<file path="src/rtl/cpu_control.sv">
`default_nettype none
// ============================================================================
// Module   : cpu_control
// Purpose  : Instruction register, decoder and control FSM feeding the CPU
//            datapath. Accepts one 16-bit instruction per valid/ready
//            handshake and steps it through the datapath strobes/selects.
// Options  : CTRL_RETIRE_CNT_EN - adds the 'retired' port and a RETIRE_W-bit
//            retired-instruction counter.
// Revision : 1.0 - initial release
// ============================================================================
module cpu_control #(
    parameter int RETIRE_W = 16
) (
    input  logic                clk,
    input  logic                reset,
    input  logic [15:0]         instr,
    input  logic                instr_valid,
    output logic                instr_ready,
    output logic                write,
    output logic                loada,
    output logic                loadb,
    output logic                asel,
    output logic                bsel,
    output logic                loadc,
    output logic                loads,
    output logic [1:0]          vsel,
    output logic [2:0]          readnum,
    output logic [2:0]          writenum,
    output logic [1:0]          shift,
    output logic [1:0]          ALUop,
    output logic [15:0]         sximm8,
    output logic [15:0]         sximm5,
    output logic                halted,
    output logic                illegal
`ifdef CTRL_RETIRE_CNT_EN
    ,
    output logic [RETIRE_W-1:0] retired
`endif
);

    typedef enum logic [2:0] {
        S_WAIT      = 3'd0,
        S_DECODE    = 3'd1,
        S_WRITE_IMM = 3'd2,
        S_GET_A     = 3'd3,
        S_GET_B     = 3'd4,
        S_EXEC      = 3'd5,
        S_WRITE_REG = 3'd6,
        S_HALT      = 3'd7
    } state_t;

    localparam logic [2:0] c_OPC_MOV  = 3'b110;
    localparam logic [2:0] c_OPC_ALU  = 3'b101;
    localparam logic [2:0] c_OPC_HALT = 3'b111;

    state_t      r_state;
    state_t      w_next;
    logic [15:0] r_ir;

    // Instruction fields
    logic [2:0]  w_opcode;
    logic [1:0]  w_op;
    logic [2:0]  w_rn;
    logic [2:0]  w_rd;
    logic [1:0]  w_sh;
    logic [2:0]  w_rm;

    assign w_opcode = r_ir[15:13];
    assign w_op     = r_ir[12:11];
    assign w_rn     = r_ir[10:8];
    assign w_rd     = r_ir[7:5];
    assign w_sh     = r_ir[4:3];
    assign w_rm     = r_ir[2:0];

    // Opcode classification
    logic w_is_movimm;
    logic w_is_movreg;
    logic w_is_mvn;
    logic w_is_cmp;
    logic w_is_two_src;
    logic w_is_halt;

    assign w_is_movimm  = (w_opcode == c_OPC_MOV) && (w_op == 2'b10);
    assign w_is_movreg  = (w_opcode == c_OPC_MOV) && (w_op == 2'b00);
    assign w_is_mvn     = (w_opcode == c_OPC_ALU) && (w_op == 2'b11);
    assign w_is_cmp     = (w_opcode == c_OPC_ALU) && (w_op == 2'b01);
    // ADD, CMP and AND read both Rn and Rm
    assign w_is_two_src = (w_opcode == c_OPC_ALU) && (w_op != 2'b11);
    assign w_is_halt    = (w_opcode == c_OPC_HALT);

    // Immediates are pure functions of the held instruction word
    assign sximm8 = {{8{r_ir[7]}}, r_ir[7:0]};
    assign sximm5 = {{11{r_ir[4]}}, r_ir[4:0]};

    // State register and instruction register; IR only loads on a handshake
    always_ff @(posedge clk) begin
        if (reset) begin
            r_state <= S_WAIT;
            r_ir    <= 16'h0000;
        end else begin
            r_state <= w_next;
            if ((r_state == S_WAIT) && instr_valid) begin
                r_ir <= instr;
            end
        end
    end

    // Next-state logic and Moore decode of all datapath controls
    always_comb begin
        w_next      = r_state;
        instr_ready = 1'b0;
        write       = 1'b0;
        loada       = 1'b0;
        loadb       = 1'b0;
        asel        = 1'b0;
        bsel        = 1'b0;
        loadc       = 1'b0;
        loads       = 1'b0;
        vsel        = 2'b00;
        readnum     = 3'd0;
        writenum    = 3'd0;
        shift       = 2'b00;
        ALUop       = 2'b00;
        halted      = 1'b0;
        illegal     = 1'b0;

        case (r_state)
            S_WAIT: begin
                instr_ready = 1'b1;
                if (instr_valid) begin
                    w_next = S_DECODE;
                end
            end
            S_DECODE: begin
                if (w_is_movimm) begin
                    w_next = S_WRITE_IMM;
                end else if (w_is_movreg || w_is_mvn) begin
                    w_next = S_GET_B;
                end else if (w_is_two_src) begin
                    w_next = S_GET_A;
                end else if (w_is_halt) begin
                    w_next = S_HALT;
                end else begin
                    illegal = 1'b1;
                    w_next  = S_WAIT;
                end
            end
            S_WRITE_IMM: begin
                write    = 1'b1;
                vsel     = 2'b01;
                writenum = w_rn;
                w_next   = S_WAIT;
            end
            S_GET_A: begin
                readnum = w_rn;
                loada   = 1'b1;
                w_next  = S_GET_B;
            end
            S_GET_B: begin
                readnum = w_rm;
                loadb   = 1'b1;
                w_next  = S_EXEC;
            end
            S_EXEC: begin
                shift = w_sh;
                bsel  = 1'b0;
                // MOV reg passes B through the ALU as an ADD with A forced to 0
                if (w_is_movreg) begin
                    asel  = 1'b1;
                    ALUop = 2'b00;
                end else begin
                    asel  = 1'b0;
                    ALUop = w_op;
                end
                loadc  = !w_is_cmp;
                loads  = w_is_cmp;
                w_next = w_is_cmp ? S_WAIT : S_WRITE_REG;
            end
            S_WRITE_REG: begin
                write    = 1'b1;
                vsel     = 2'b11;
                writenum = w_rd;
                w_next   = S_WAIT;
            end
            S_HALT: begin
                halted = 1'b1;
                w_next = S_HALT;
            end
            default: begin
                w_next = S_WAIT;
            end
        endcase
    end

`ifdef CTRL_RETIRE_CNT_EN
    logic                r_retire_unused_guard;
    logic [RETIRE_W-1:0] r_retired;
    logic                w_retire;

    // An instruction retires on the last cycle of its final state
    assign w_retire = (r_state == S_WRITE_IMM) || (r_state == S_WRITE_REG) ||
                      ((r_state == S_EXEC) && w_is_cmp);

    // Retired-instruction counter, wraps naturally at 2^RETIRE_W
    always_ff @(posedge clk) begin
        if (reset) begin
            r_retired <= '0;
        end else if (w_retire) begin
            r_retired <= r_retired + 1'b1;
        end
    end

    assign retired = r_retired;
`endif

endmodule
`default_nettype wire

</file>
<file path="config.mk">
export PLATFORM = sky130hd
export DESIGN_NAME = cpu_control
export DESIGN_NICKNAME = d
export VERILOG_FILES = /design/src/rtl/cpu_control.sv
export SDC_FILE = /design/constraint.sdc
export NUM_CORES = 1
export LEC_CHECK = 0
export BUFFER_PORTS_ARGS = -buffer_cell sky130_fd_sc_hd__buf_2
export CAP_MARGIN = 10
export CORE_UTILIZATION = 44
export CTS_CLUSTER_DIAMETER = 60
export DETAILED_ROUTE_END_ITERATION = 6
export PLACE_DENSITY = 0.83
export SLEW_MARGIN = 5
export SYNTH_ARGS = -nofsm -noshare
export SYNTH_HDL_FRONTEND = slang
export SYNTH_SLANG_ARGS = --single-unit
</file>
<file path="constraint.sdc">
create_clock -name clk -period 1.9 [get_ports clk]
set_input_delay 0.095 -clock clk [delete_from_list [all_inputs] [get_ports clk]]
set_output_delay 0.095 -clock clk [all_outputs]
set_load 0.02 [all_outputs]
</file>
==> results.py <==
metrics = {
    "sta": {
        "skew_ns": 0.00748,
        "rsz0062_at_grt": "false",
        "setup_tns_ns": 0,
        "tightest_slew_ns": 0.509,
        "hold_viol": 0,
        "maxSlewViolCount": 0,
        "period_share_pct": 89.3,
        "period_minus_slack_ns": 1.70,
        "slew_headroom_pct": 66.1,
        "setup_violations": 0,
        "fmax_mhz": 589,
    },
    "pwr": {
        "p_per_area_nw_per_um2": 604,
        "vdd_drop_max_v": 0.000596,
        "p_leak_nw": 0.751,
    },
    "synthesis": {
        "synth_edf_count": 0,
        "ys_warn_count": 0,
        "yosysTopAreaCellShare_pct": 29.2,
        "synthCells": 168,
        "ys_seq_area_share_pct": 29.2,
        "synth_area_leaders": "dfxtp_1 (29%), buf_4 (20%), nand2_1 (10%)",
        "ys_ff_latch": 19,
        "synth_area_per_cell_um2": 7.75,
        "synth-async-reset-ratio_pct": 0,
        "syn-num-nets": 187,
        "synth_common_cells": "nand2_1 (35), buf_4 (34), a21oi_1 (20), dfxtp_1 (19), nor2_1 (6)",
        "synthFlopType": "dfxtp_1",
        "ys_types": 35,
        "netlist_area_um2": 1300,
        "synth_most_common_cell": "nand2_1",
        "synth_top_cell_by_area": "dfxtp_1",
    },
    "global_routing": {
        "busiest_layer": "met2",
        "globalRouteMet3Util_pct": 5.30,
        "grt_pass1_wl_um": 3900,
        "grt_max_degree": 22,
        "grt_pass1_vias": 834,
        "met1_usage_pct": 21.4,
        "grt.met2_usage_pct": 24.1,
        "grt.overflow.total": 0,
        "antenna_found_initial": 0,
        "grt_usage_pct": 15.5,
    },
    "place": {
        "place.gp.congestion": 0.863,
        "numPortBuffers": 71,
        "dp_hpwl_um": 1870,
        "place_inst": 228,
    },
    "critical_path": {
        "cpPeakStageDelay_ns": 0.43,
        "worstSetupStartpointType": "register",
        "path_depth": 4,
        "critical_path_class": "reg -> out",
        "worstPathRequired_ns": 1.80,
        "crit_family": "simple AND/OR/NAND/NOR gates",
        "path_buf_inv": 1,
        "critical_path_arrival_ns": 1.60,
        "critPathCaptureType": "primary output",
        "rr_worst_depth": 3,
        "crit_chain": "and2b_2, nand2_1, nor4_1, buf_2",
        "slowest_stage": "dfxtp_1",
        "worstPathMaxFanout": 11,
    },
    "cts": {
        "htree_levels": 1,
        "cts_setup_buffers": 0,
        "cts_tree": "yes",
        "worstSkewPairLatency_ns": 0.30,
        "root_buffer": "clkbuf_4",
        "path_clk_slew_ns": 0.11,
        "cts_buffers": 3,
        "cts_sinks": 19,
        "cts_max_path_buffers": 2,
    },
    "run_status": {
        "status": "complete, no violations",
    },
    "hold_path": {
        "hold_class": "in -> reg",
        "whs_path_depth": 3,
    },
    "job": {
        "drv_cap": 0,
    },
    "die": {
        "die_area_um2": 3180,
        "coreArea_um2": 2780,
        "start_util_pct": 46.8,
        "io_pins": 73,
        "die_x_um": 56.4,
        "die_h_um": 56.4,
        "num_rows": 19,
    },
    "routing": {
        "drt_first_pass_iters": 4,
        "wire_per_inst_um": 11.0,
        "vias": 1111,
        "vias_per_cell": 4.79,
        "antenna_left": 0,
        "drc": 0,
        "drt_iter0_markers": 56,
        "wirelength_um": 2560,
    },
    "cells_and_area": {
        "area_growth_pct": 8.56,
        "drive_gt1_share_pct": 42.3,
        "final_nets": 221,
        "final_cells": 232,
        "antenna-diode-count": 0,
    },
}
[kinds of logic after synthesis]
logic type / Yosys count / synth area share (%)
compound gates: 30 / 13.7
other cells: 1 / 0.288
buf+inv: 47 / 26.0
simple gates: 68 / 28.6
mux: 3 / 2.31
flops: 19 / 29.2
[where the power goes]
group,internal [mW],switching (mW)
clock,0.0784,0.126
combinational,0.0757,0.123
sequential,0.421,0.0292
total,0.575,0.278
[placed cells by master, fill, tap and decap left out, drive strengths merged, types with 2 or more instances in the layout]
cell type	instances
buf	73
nand2	35
a21oi	20
dfxtp	19
nor2	6
and3	5
a22o	4
nand2b	4
inv	3
mux2i	3
nor2b	3
o22ai	3
clkbuf	3
and2	2
or4b	2
[through the flow]
stage	utilization, %	total power, mW	hold WS, ns	setup WS (ns)	cell area, um2
global placement	49.8	0.656	0.339	0.294	1380
finish	50.8	0.853	0.0184	0.203	1410
detailed placement	49.8	0.659	0.343	0.273	1380
floorplan	-	0.649	0.231	0.350	1300
global route	50.8	0.907	0.0000940	0.0918	1410
CTS	50.7	0.861	0.0107	0.0709	1410
[worst reg2reg max path, stage by stage (launching register included)]
cell and delay (ns):
dfxtp_1 0.43, or4b_1 0.81, nand2_1 0.17, a21oi_1 0.07
[final cells by class]
cell class	instances	area [um2]
Clock buffer	3	22.5
Clock inverter	1	5.00
Fill cell	286	1370
Inverter	3	11.3
Multi-Input combinational cell	102	583
Sequential cell	19	382
Tap cell	31	38.8
Timing Repair Buffer	73	370
[sequential cells by signal (all words and copies together) (netlist names)]
signal,cells
r_ir,16
r_state,3
[what timing repair did]
| item | in CTS | in global routing |
|---|---|---|
| gates resized for setup | 0 | 1 |
| endpoints found under the setup margin | 0 | 1 |
| hold buffers | 0 | 0 |
[layer usage]
layer | vias up | part of all wire, %
met5 | - | 0
met4 | 0 | 0
met3 | 0 | 7.2
met2 | 47 | 46
met1 | 479 | 47
li1 | 585 | -
[worst paths after layout]
check | end | slack (ns) | start
worst max-delay path | asel | 0.20 | r_state[1]$_SDFFE_PP0P_
worst max register to register | r_ir[1]$_SDFFE_PP0P_ | 0.30 | r_state[1]$_SDFFE_PP0P_
worst min-delay path | r_ir[6]$_SDFFE_PP0P_ | 0.02 | instr[6]
worst min register to register | r_ir[6]$_SDFFE_PP0P_ | 0.48 | r_ir[6]$_SDFFE_PP0P_
Power figures use the tool's default switching activity.
